<file path="src/rtl/stream_splitter_pkg.sv">
// Shared definitions for the word-to-lane serializer: FSM states, counter width
// and the lane-count derivation used by the top and the lane multiplexer.
package stream_splitter_pkg;

   localparam int CNT_W = 16;

   typedef enum logic {
      S_IDLE = 1'b0,
      S_SEND = 1'b1
   } state_e;

   function automatic int num_lanes(input int word_w, input int lane_w);
      return word_w / lane_w;
   endfunction

endpackage

</file>
<file path="src/rtl/stream_splitter_lane_mux.sv">
// Combinational lane selector: picks lane k of a word, where k counts from the
// top lane when msb_first_i is set and from the bottom lane otherwise.
module lane_mux
   import stream_splitter_pkg::*;
#(
   parameter int WORD_W = 32,
   parameter int LANE_W = 8,
   parameter int IDX_W  = 2
) (
   input  logic [WORD_W-1:0] word_i,
   input  logic [IDX_W-1:0]  idx_i,
   input  logic              msb_first_i,
   output logic [LANE_W-1:0] lane_o
);

   localparam int NL = num_lanes(WORD_W, LANE_W);

   int sel;

   always_comb begin
      sel    = msb_first_i ? (NL - 1 - int'(idx_i)) : int'(idx_i);
      lane_o = '0;
      for (int k = 0; k < NL; k++) begin
         if (k == sel) lane_o = word_i[k*LANE_W +: LANE_W];
      end
   end

endmodule

</file>
<file path="src/rtl/stream_splitter.sv">
// Word-to-lane serializer: takes one word per input handshake and emits its lanes
// one per output handshake, reloading during the final lane so words stream gap-free.
module stream_splitter
   import stream_splitter_pkg::*;
#(
   parameter int WORD_W = 32,
   parameter int LANE_W = 8,
   parameter int IDX_W  = 2
) (
   input  logic              clk,
   input  logic              rst_n,
   input  logic              in_valid,
   output logic              in_ready,
   input  logic [WORD_W-1:0] in_data,
   input  logic              in_msb_first,
   output logic              out_valid,
   input  logic              out_ready,
   output logic [LANE_W-1:0] out_data,
   output logic [IDX_W-1:0]  out_idx,
   output logic              out_last,
   output logic [CNT_W-1:0]  words_done
);

   localparam int NL = num_lanes(WORD_W, LANE_W);
   localparam logic [IDX_W-1:0] IDX_LAST = IDX_W'(NL - 1);

   if (WORD_W % LANE_W != 0) begin : g_bad_ratio
      $error("stream_splitter: WORD_W must be a multiple of LANE_W");
   end
   if (NL < 2) begin : g_too_few_lanes
      $error("stream_splitter: WORD_W/LANE_W must be at least 2");
   end
   if ((1 << IDX_W) < NL) begin : g_idx_too_narrow
      $error("stream_splitter: IDX_W too narrow for lane count");
   end

   state_e              state_q;
   logic [WORD_W-1:0]   word_q;
   logic                msb_q;
   logic [IDX_W-1:0]    idx_q;
   logic                out_valid_q;
   logic [LANE_W-1:0]   out_data_q;
   logic [CNT_W-1:0]    words_q;

   logic                out_fire;
   logic                in_fire;
   logic [WORD_W-1:0]   word_d;
   logic [IDX_W-1:0]    idx_d;
   logic                msb_d;
   logic [LANE_W-1:0]   lane_d;

   assign out_last   = out_valid_q & (idx_q == IDX_LAST);
   assign out_fire   = out_valid_q & out_ready;
   assign in_ready   = (state_q == S_IDLE) | (out_fire & out_last);
   assign in_fire    = in_valid & in_ready;

   assign out_valid  = out_valid_q;
   assign out_data   = out_data_q;
   assign out_idx    = idx_q;
   assign words_done = words_q;

   // A fresh word selects its first lane; otherwise advance within the held word.
   always_comb begin
      word_d = word_q;
      idx_d  = idx_q + 1'b1;
      msb_d  = msb_q;
      if (in_fire) begin
         word_d = in_data;
         idx_d  = '0;
         msb_d  = in_msb_first;
      end
   end

   lane_mux #(
      .WORD_W (WORD_W),
      .LANE_W (LANE_W),
      .IDX_W  (IDX_W)
   ) u_lane_mux (
      .word_i      (word_d),
      .idx_i       (idx_d),
      .msb_first_i (msb_d),
      .lane_o      (lane_d)
   );

   always_ff @(posedge clk or negedge rst_n) begin
      if (!rst_n) begin
         state_q     <= S_IDLE;
         word_q      <= '0;
         msb_q       <= 1'b0;
         idx_q       <= '0;
         out_valid_q <= 1'b0;
         out_data_q  <= '0;
         words_q     <= '0;
      end else begin
         case (state_q)
            S_IDLE: begin
               if (in_fire) begin
                  word_q      <= word_d;
                  msb_q       <= msb_d;
                  idx_q       <= idx_d;
                  out_data_q  <= lane_d;
                  out_valid_q <= 1'b1;
                  state_q     <= S_SEND;
               end
            end
            S_SEND: begin
               if (out_fire) begin
                  if (!out_last) begin
                     idx_q      <= idx_d;
                     out_data_q <= lane_d;
                  end else begin
                     words_q <= words_q + 1'b1;
                     if (in_fire) begin
                        word_q     <= word_d;
                        msb_q      <= msb_d;
                        idx_q      <= idx_d;
                        out_data_q <= lane_d;
                     end else begin
                        out_valid_q <= 1'b0;
                        state_q     <= S_IDLE;
                     end
                  end
               end
            end
         endcase
      end
   end

endmodule

</file>
<file path="config.mk">
export PLATFORM = sky130hd
export DESIGN_NAME = stream_splitter
export DESIGN_NICKNAME = d
export VERILOG_FILES = /design/src/rtl/stream_splitter_pkg.sv /design/src/rtl/stream_splitter_lane_mux.sv /design/src/rtl/stream_splitter.sv
export SDC_FILE = /design/constraint.sdc
export NUM_CORES = 1
export LEC_CHECK = 0
export CORE_MARGIN = 2
export CORE_UTILIZATION = 48
export DETAILED_ROUTE_END_ITERATION = 8
export GPL_TIMING_DRIVEN = 1
export PLACE_DENSITY = 0.8
export SETUP_SLACK_MARGIN = 0.2
export SLEW_MARGIN = 20
export SYNTH_ARGS = -nofsm -noshare
export SYNTH_HDL_FRONTEND = slang
export SYNTH_HIERARCHICAL = 1
export SYNTH_SLANG_ARGS = --single-unit
</file>
<file path="constraint.sdc">
create_clock -name clk -period 3.2 [get_ports clk]
set_input_delay 0.8 -clock clk [delete_from_list [all_inputs] [get_ports clk]]
set_output_delay 0.8 -clock clk [all_outputs]
set_load 0.01 [all_outputs]
</file>
* Word-level counts from Yosys, hierarchy flattened *
Index checks and enable logic that the tools add are counted.

storage, ports and cells
  register bits after elaboration = 61
  bits of input ports = 37
  output and inout bits = 29
  logic and storage cells = 61

cells by class
  add/sub/neg operators = 3
  equality and inequality tests = 8
  multiplexer cells = 33
  bitwise logic cells = 6
  reduce and logical (&&, ||, !) cells = 4

operators by type and width
  operator                                                                 count
  32-bit two-way mux                                                       5
  3-bit by 32-bit == test with 1-bit output, first input constant          2
  32-bit one-hot mux with 2 select lines                                   1
  8-bit two-way mux                                                        7
  2-bit by 32-bit == test with 1-bit output, first input constant          1
  32-bit zero test                                                         1
  16-bit by 1-bit adder with 16-bit output, second input constant          1
  8-bit one-hot mux with 2 select lines                                    1
  1-bit two-way mux                                                        11
  2-bit two-way mux                                                        4
  2-bit inequality test, second input constant                             3
  1-bit one-hot mux with 2 select lines                                    3
  1-bit bitwise AND                                                        4
  2-bit one-hot mux with 2 select lines                                    1
  4-bit AND reduction                                                      1
  3-bit AND reduction                                                      1
  2-bit by 2-bit subtractor with 3-bit output, first input constant        1
  2-bit by 1-bit adder with 2-bit output, second input constant            1
  2-bit == test, second input constant                                     1
  2-bit by 1-bit inequality test with 1-bit output, second input constant  1
  2-bit AND reduction                                                      1
  1-bit inverter                                                           1
  1-bit OR                                                                 1

* Longest topological paths before layout *
Gate-level depths: netlist of run 1.

  depth in word-level cells = 17
  gate-level depth with buffers = 11
  gate-level depth less buffers = 8

* Hierarchy *
Netlist of run 1, hierarchy kept.

by module, submodules not included
  module           instances  cells an instance  area each (µm²)  sequential area each (µm²)
  stream_splitter  1          210                3000.4           1526.5
  lane_mux         1          10                 254.0            0.0

* Worst setup path after synthesis of run 1 *
OpenSTA, ideal clock, no wires.

  path type = in2reg
  start point = input port out_ready
  end point = register out_data_q[0], in the netlist out_data[0]
  library setup time = 125 ps
  arrival time = 2923 ps
  data required time = 3075 ps
  slack = 152 ps
  stages on the path = 9
  path buffers = 2
  cells stage by stage = nand3_2 > nand2_2 > and2_4 > buf_6 > buf_4 > mux2_2 > xor2_4 > mux4_1 > mux2_2

between the ends
  elaborated cells on any way between the ends = 22
  classes of those cells = add/sub (1); eq/ne (4); mux (12); bitwise (4); reduce/logical (1)

RTL lines
  element                                    line                                           text
  start: declaration                         stream_splitter.sv:17                          input logic out_ready,
  1-bit bitwise AND (*)                      stream_splitter.sv:53                          assign out_fire = out_valid_q & out_ready;
  1-bit bitwise AND (*)                      stream_splitter.sv:54                          assign in_ready = (state_q == S_IDLE) | (out_fire & out_last);
  1-bit OR (*)                               stream_splitter.sv:54
  named net in_ready                         stream_splitter.sv:13                          output logic in_ready,
  1-bit bitwise AND (*)                      stream_splitter.sv:55                          assign in_fire = in_valid & in_ready;
  1-bit two-way mux (*)                      stream_splitter.sv:67                          if (in_fire) begin
  named net msb_d                            stream_splitter.sv:49                          logic msb_d;
  32-bit two-way mux (*)                     stream_splitter_lane_mux.sv:21                 sel = msb_first_i ? (NL - 1 - int'(idx_i)) : int'(idx_i);
  32-bit zero test                           stream_splitter_lane_mux.sv:24                 if (k == sel) lane_o = word_i[k*LANE_W +: LANE_W];
  8-bit two-way mux (3 in series)            stream_splitter_lane_mux.sv:24
  8-bit two-way mux (*)                      stream_splitter_lane_mux.sv:24
  named net lane_d[0]                        stream_splitter.sv:50                          logic [LANE_W-1:0] lane_d;
  8-bit two-way mux                          stream_splitter.sv:97, stream_splitter.sv:113
  8-bit two-way mux                          stream_splitter.sv:108                         if (!out_last) begin
  8-bit two-way mux                          stream_splitter.sv:107                         if (out_fire) begin
  8-bit one-hot mux with 2 select lines (*)  stream_splitter.sv:95                          case (state_q)
  end signal: assignment                     stream_splitter.sv:101                         out_data_q <= lane_d;
  end signal: assignment                     stream_splitter.sv:110                         out_data_q <= lane_d;
  end signal: assignment                     stream_splitter.sv:117                         out_data_q <= lane_d;
  end: declaration                           stream_splitter.sv:42                          logic [LANE_W-1:0] out_data_q;

The timed path passes the listed nets; every way through them passes the cells marked *. The select of a mux whose other input is x is not followed.
A chain may end at the register's enable or synchronous reset.

* Final worst setup path of run 1 *
  start point = input port out_ready
  end point = output port in_ready

between the ends
  cells in the longest elaborated chain, start to end = 3

ends and longest elaborated chain
  element            line
  1-bit bitwise AND  stream_splitter.sv:53
  1-bit bitwise AND  stream_splitter.sv:54
  1-bit OR           stream_splitter.sv:54
  end: declaration   stream_splitter.sv:13

Every way passes these cells.

==> results.md, run 1 <==
- Fmax achieved: 344.3 MHz
- R2r startpoint: out_idx[0]$_DFFE_PN0N_
- First drt pass iteration count: 4
- WP data required: 2.40 ns
- Max_slew headroom: 0.4426
- Num CTS Buffers: 9
- I/O pin count: 66
- Worst EP arrival: 2.10 ns
- Yosys cell types: 37
- Most used DFF post-synth: dfrtp_1
- CP endpoint kind: output port
- Worst reg-to-reg setup slack: 0.52 ns
- Final core utilization: 0.6410
- Num rows: 30
- Final Setup Violations: 0
- Kind of cell adding the most delay to the critical path: buffers and inverters
- Worst stage delay on the critical path: 0.52 ns
- HPWL after DPL: 4395 um
- CTS max path bufs: 2
- Worst Path Buf+Inv: 3
- Cell depth of the worst flop-to-flop path: 8
- CTS Hold Bufs: 0
- Peak fanout along the critical path: 2
- P_sw: 0.5022 mW
- Internal power: 1.669 mW
- Vias per cell: 5.289
- # Post-CTS Setup Buffers: 0
- DR DRC count: 0
- Worst min path class: reg2reg
- Post-Syn Area: 3254 um^2
- Area delta synth->final: 31.60%
- Nets: 342
- Port bufs: 65
- Tmin final: 2.905 ns
- Number of enable flip-flop cells after synthesis: 0
- Placed cell count: 372
- Largest net degree at the start of global routing: 38
- First-pass GRT wire length: 9729 um
- Critical Path Source: out_ready
- RSZ-0062 raised after global routing: false
- Worst setup SP type: input pin
- Sw Ratio: 0.2314
- Power per Cell Area: 506.9 nW/um^2
- Clock share of power: 0.327
- CTS root buf: clkbuf_8
- Die Width: 86.34 um
- Gr ovfl total: 0
- Crit path max-delay cell type: clkdlybuf4s50_1
- H-tree depth: 3
- Sequential-to-total area share from yosys stat: 0.4691
- Hold path start: words_done[15]$_DFFE_PN0P_
- Ys Warns: 6
- Core area: 6681 um^2
- Final wirelength: 5923 um
- Hold Violations, Final: 0
- Max-cap violations: 0
- TritonCTS clock tree: done
- Post-synth ARST share: 1.000
- Worst vdd ir: 312.3 uV
- Post-Syn Instances: 220
- # resized after CTS: 0
- ANT cells: 0
- Vert. Die Dim: 86.34 um
- Antenna viol nets, final: 0
- Fill count: 543
- Most frequent cells in the layout: clkdlybuf4s50_1, dfrtp_1, mux2_2, mux2_4, buf_4
- Fin. max-slew vios: 0
- GR Util All Layers: 0.1723
- Starting Density: 0.4871
- Comb pwr share: 0.231
- Status: completed
- Hold endpoint: words_done[15]$_DFFE_PN0P_
- Syn_nets: 259
- Wire length per cell: 15.27 um
- Die area: 7455 um^2
- WS Path Type: in2out
- Commonest non-fill, non-tap cell in the layout: clkdlybuf4s50_1
- Reg2Reg Capture Point: out_data[2]$_DFFE_PN0N_
- Syn Area/Cell: 14.79 um^2
- Initial antenna violation count: 0
- Share of cells above drive strength 1: 0.3896
- Skew final: 0.006251 ns
- Crit share post-route: 0.9077
- Via Count: 2052
- Sink Count: 61
- RePlAce Congestion: 0.7493
- CP dominant cell by count: clkdlybuf4s50_1
- Leakage: 1.920 nW
- Tightest Pin Transition: 0.8362 ns
- Clk_lat worst skew: 0.33 ns
- Min-Delay Path Depth: 1
- Hold Worst Slack: 0.4767 ns
- CP Cell Sequence: clkdlybuf4s50_1 -> nand3_2 -> nand2_2 -> buf_4 -> clkdlybuf4s50_1
- Initial DRC count: 66
- Vias in the first global route: 2096
- Register share of total power: 0.442
- Layout Cells excl Fill: 388
- Clock Pin Slew Worst Setup and Hold Paths: 0.07 ns
- #FFs+latches synth: 61
cell type report:
type	instances	area, um^2	share of cell area
clock inverter	3	42.54	0.009933
clock buffer	13	168.9	0.03944
timing repair buffer	82	810.8	0.1893
tap	80	100.1	0.02337
multi-input combinational	146	1623	0.3789
sequential	61	1526	0.3564
inverter	3	11.26	0.002629
kinds of logic after synthesis:
logic type | after synthesis | synth area share
muxes | 84 | 0.3483
and+or+nand+nor | 36 | 0.07191
DFF | 61 | 0.4690
buffers and inverters | 13 | 0.03422
adders and majority gates | 2 | 0.007688
xor gates and xnor gates | 17 | 0.05383
AOI/OAI and AO/OA | 7 | 0.01500
metal layers:
metal,share of wire,routed length [um],GRT usage
met1,0.45,2663,0.2056
met2,0.50,2949,0.2888
met3,0.037,221,0.05048
met4,0.015,89,0.07670
met5,0,0,0
how the worst max path moves through the flow:
| stage | endpoint | slack [ns] | depth (start not counted) |
|---|---|---|---|
| after detailed placement | out_data[6]$_DFFE_PN0N_ | -0.05 | 9 |
| after global routing | out_data[2]$_DFFE_PN0N_ | 0.22 | 8 |
| after global placement | out_data[6]$_DFFE_PN0N_ | -0.007 | 9 |
| final | in_ready | 0.30 | 5 |
| after CTS | in_ready | 0.28 | 5 |
| after floorplan | out_data[0]$_DFFE_PN0N_ | 0.25 | 9 |
metrics by stage:
step           setup TNS [ns]  setup WS [ns]  power, mW  instance area, um^2
6_report                    0         0.2952      2.171                 4283
5_1_grt                     0         0.2161      2.279                 4283
4_1_cts                     0         0.2772      2.203                 4283
3_5_place_dp          -0.3374       -0.05045      1.483                 4071
3_3_place_gp         -0.04439      -0.006691      1.464                 4071
2_1_floorplan               0         0.2452      1.240                 3261
Yosys cell counts, types with 2 or more instances:
| master | count | area [um^2] |
|---|---|---|
| a21oi_1 | 2 | 10.01 |
| a22o_1 | 3 | 26.28 |
| buf_4 | 5 | 37.54 |
| buf_6 | 2 | 22.52 |
| dfrtp_1 | 61 | 1526 |
| ha_1 | 2 | 25.02 |
| inv_1 | 3 | 11.26 |
| mux2_2 | 58 | 653.1 |
| mux2_4 | 18 | 270.3 |
| mux4_1 | 8 | 210.2 |
| nand2_1 | 7 | 26.28 |
| nand3_1 | 4 | 20.02 |
| nand4_1 | 3 | 18.77 |
| nor2_1 | 7 | 26.28 |
| nor3_1 | 2 | 10.01 |
| xnor2_1 | 7 | 61.31 |
| xor2_1 | 8 | 70.07 |
power by group through the flow:
stage / clock network [mW] / logic [mW] / registers (mW)
floorplan: 0 / 0.259 / 0.981
global placement: 0 / 0.495 / 0.968
detailed placement: 0 / 0.509 / 0.975
CTS: 0.733 / 0.509 / 0.961
global route: 0.766 / 0.539 / 0.975
finish: 0.710 / 0.501 / 0.959
sequential cells by signal, summed over array words and instances, names as in the netlist:
| register | flops |
|---|---|
| word_q | 32 |
| words_done | 16 |
| out_data | 8 |
| out_idx | 2 |
| msb_q | 1 |
| out_valid | 1 |
| state_q | 1 |
(Power assumes the default switching activity.)
==> inputs of run 2 (changes only) <==
Settings changed: CELL_PAD_IN_SITES_DETAIL_PLACEMENT set to 0, CELL_PAD_IN_SITES_GLOBAL_PLACEMENT set to 1, CORE_UTILIZATION 48 to 42, PLACE_DENSITY 0.8 to 0.85, RECOVER_POWER set to 100, SLEW_MARGIN 20 to unset.
==> results.md, run 2 (same netlist as run 1, synthesis figures left out) <==
- Status: finished, violations left
- Failing checks: max-capacitance violations
- RSZ-0062 raised after global routing: false
- Area delta synth->final: 31.56%
- DR DRC count: 0
- Core area: 7607 um^2
- Port bufs: 65
- Worst setup endpoint: in_ready
- Max_slew headroom: 0.002026
- Most frequent cells in the layout: dfrtp_1, mux2_2, clkdlybuf4s50_1, dlygate4sd3_1, mux2_4
- Post-route setup slack: 0.1903 ns
- First-pass GRT wire length: 9825 um
- WP data required: 2.40 ns
- Reg with most FFs: word_q
- Vert. Die Dim: 92.03 um
- CTS root buf: clkbuf_8
- Cell depth of the worst flop-to-flop path: 9
- Num CTS Buffers: 9
- Fin. max-slew vios: 0
- Starting Density: 0.4278
- TritonCTS clock tree: done
- Worst EP arrival: 2.21 ns
- # resized after CTS: 0
- Commonest non-fill, non-tap cell in the layout: dfrtp_1
- Clock Pin Slew Worst Setup and Hold Paths: 0.06 ns
- Worst setup SP type: input pin
- R2r startpoint: out_idx[0]$_DFFE_PN0N_
- Fmax achieved: 332.3 MHz
- Die area: 8469 um^2
- HPWL after DPL: 4274 um
- Hold path start: words_done[15]$_DFFE_PN0P_
- RePlAce Congestion: 0.7454
- Reg2Reg Capture Point: out_data[7]$_DFFE_PN0N_
- Layout Cells excl Fill: 412
- Vias per cell: 4.896
- Largest net degree at the start of global routing: 62
- Crit share post-route: 0.9405
- Nets: 344
- CP Cell Sequence: dlygate4sd3_1 -> nand3_1 -> nand2_1 -> buf_4 -> clkdlybuf4s50_1
- ANT cells: 0
- Num rows: 32
- Gr ovfl total: 0
- Initial antenna violation count: 0
- DP Worst Slack: -0.06351 ns
- # Post-CTS Setup Buffers: 0
- Worst stage delay on the critical path: 0.56 ns
- I/O pin count: 66
- Clk_lat worst skew: 0.34 ns
- Via Count: 2017
- Worst vdd ir: 232.0 uV
- Initial DRC count: 58
- Final wirelength: 5887 um
- Sequential cell area: 1526 um^2
- WS Path Type: in2out
- Max-cap violations: 1
- CTS Hold Bufs: 0
- Share of cells above drive strength 1: 0.3645
- Fill count: 671
- Worst min path class: reg2reg
- Hold Violations, Final: 0
- Leakage: 1.960 nW
- Peak fanout along the critical path: 2
- Max reg flops: 32
- CTS max path bufs: 2
- Area of the multi-input gates: 1583 um^2
- Final Setup Violations: 0
- Antenna viol nets, final: 0
- Tmin final: 3.010 ns
- Skew final: 0.007464 ns
- Tightest Pin Transition: 1.497 ns
- Crit path max-delay cell type: dlygate4sd3_1
- Sink Count: 61
- Power per Cell Area: 515.7 nW/um^2
- Critical Path Source: out_ready
- H-tree depth: 3
- Worst reg-to-reg setup slack: 0.51 ns
- Vias in the first global route: 2102
- GR Util All Layers: 0.1505
- First drt pass iteration count: 4
- Die Width: 92.03 um
- Placed cell count: 396
- Wire length per cell: 14.29 um
- CP endpoint kind: output port
[run 2: cell count changes in the layout (fill, tap and decap cells not counted), sizes merged]
cell / before / now
buf: 18 / 13
bufinv: 1 / 2
clkbuf: 13 / 19
clkdlybuf4s50: 64 / 35
clkinv: 1 / 2
clkinvlp: 1 / 0
dlygate4sd3: 0 / 29
[run 2: area by class of cell]
| type | count | area share |
|---|---|---|
| clock buffers | 12 | 0.03624 |
| clock inverters | 4 | 0.01636 |
| inverters | 3 | 0.002630 |
| multi-input cells | 146 | 0.3697 |
| flip-flops and latches | 61 | 0.3565 |
| well taps | 102 | 0.02981 |
| repair buffers | 84 | 0.1888 |
[run 2: metrics by stage]
| stage | total power, mW | util | hold WS, ns | setup TNS [ns] | cell area (um^2) |
|---|---|---|---|---|---|
| after CTS | 2.264 | 0.5720 | 0.4697 | 0 | 4352 |
| after global routing | 2.325 | 0.5628 | 0.4950 | 0 | 4282 |
| after detailed placement | 1.484 | 0.5424 | 0.4602 | -0.4387 | 4126 |
| after floorplan | 1.240 | - | 0.4766 | 0 | 3261 |
| final | 2.208 | 0.5628 | 0.4603 | 0 | 4282 |
| after global placement | 1.467 | 0.5424 | 0.4568 | -0.1979 | 4126 |
[run 2: metal layers]
metal | track usage | wire [um] | vias up
met5 | 0 | 0 | -
met4 | 0.06219 | 112 | 0
met3 | 0.04108 | 200 | 10
met2 | 0.2549 | 2960 | 32
met1 | 0.1812 | 2613 | 991
li1 | - | - | 984
[run 2: worst min path at each step]
stage / to / slack (ns) / depth (start not counted)
floorplan: word_q[0]$_DFFE_PN0P_ / 0.48 / 1
global placement: words_done[15]$_DFFE_PN0P_ / 0.46 / 1
detailed placement: words_done[15]$_DFFE_PN0P_ / 0.46 / 1
CTS: words_done[15]$_DFFE_PN0P_ / 0.47 / 1
global route: words_done[15]$_DFFE_PN0P_ / 0.49 / 1
finish: words_done[15]$_DFFE_PN0P_ / 0.46 / 1
[run 2: power breakdown]
part,internal (mW),leakage (nW),total (mW),switching [mW]
sequential,0.894,0.771,0.953,0.0596
clock,0.479,0.116,0.773,0.295
combinational,0.331,1.07,0.481,0.150
total,1.70,1.96,2.21,0.504
[run 2: critical path, delay by kind of cell]
kind          cells  cell delay, ns
buf+inv           3            1.20
simple gates      2            0.21
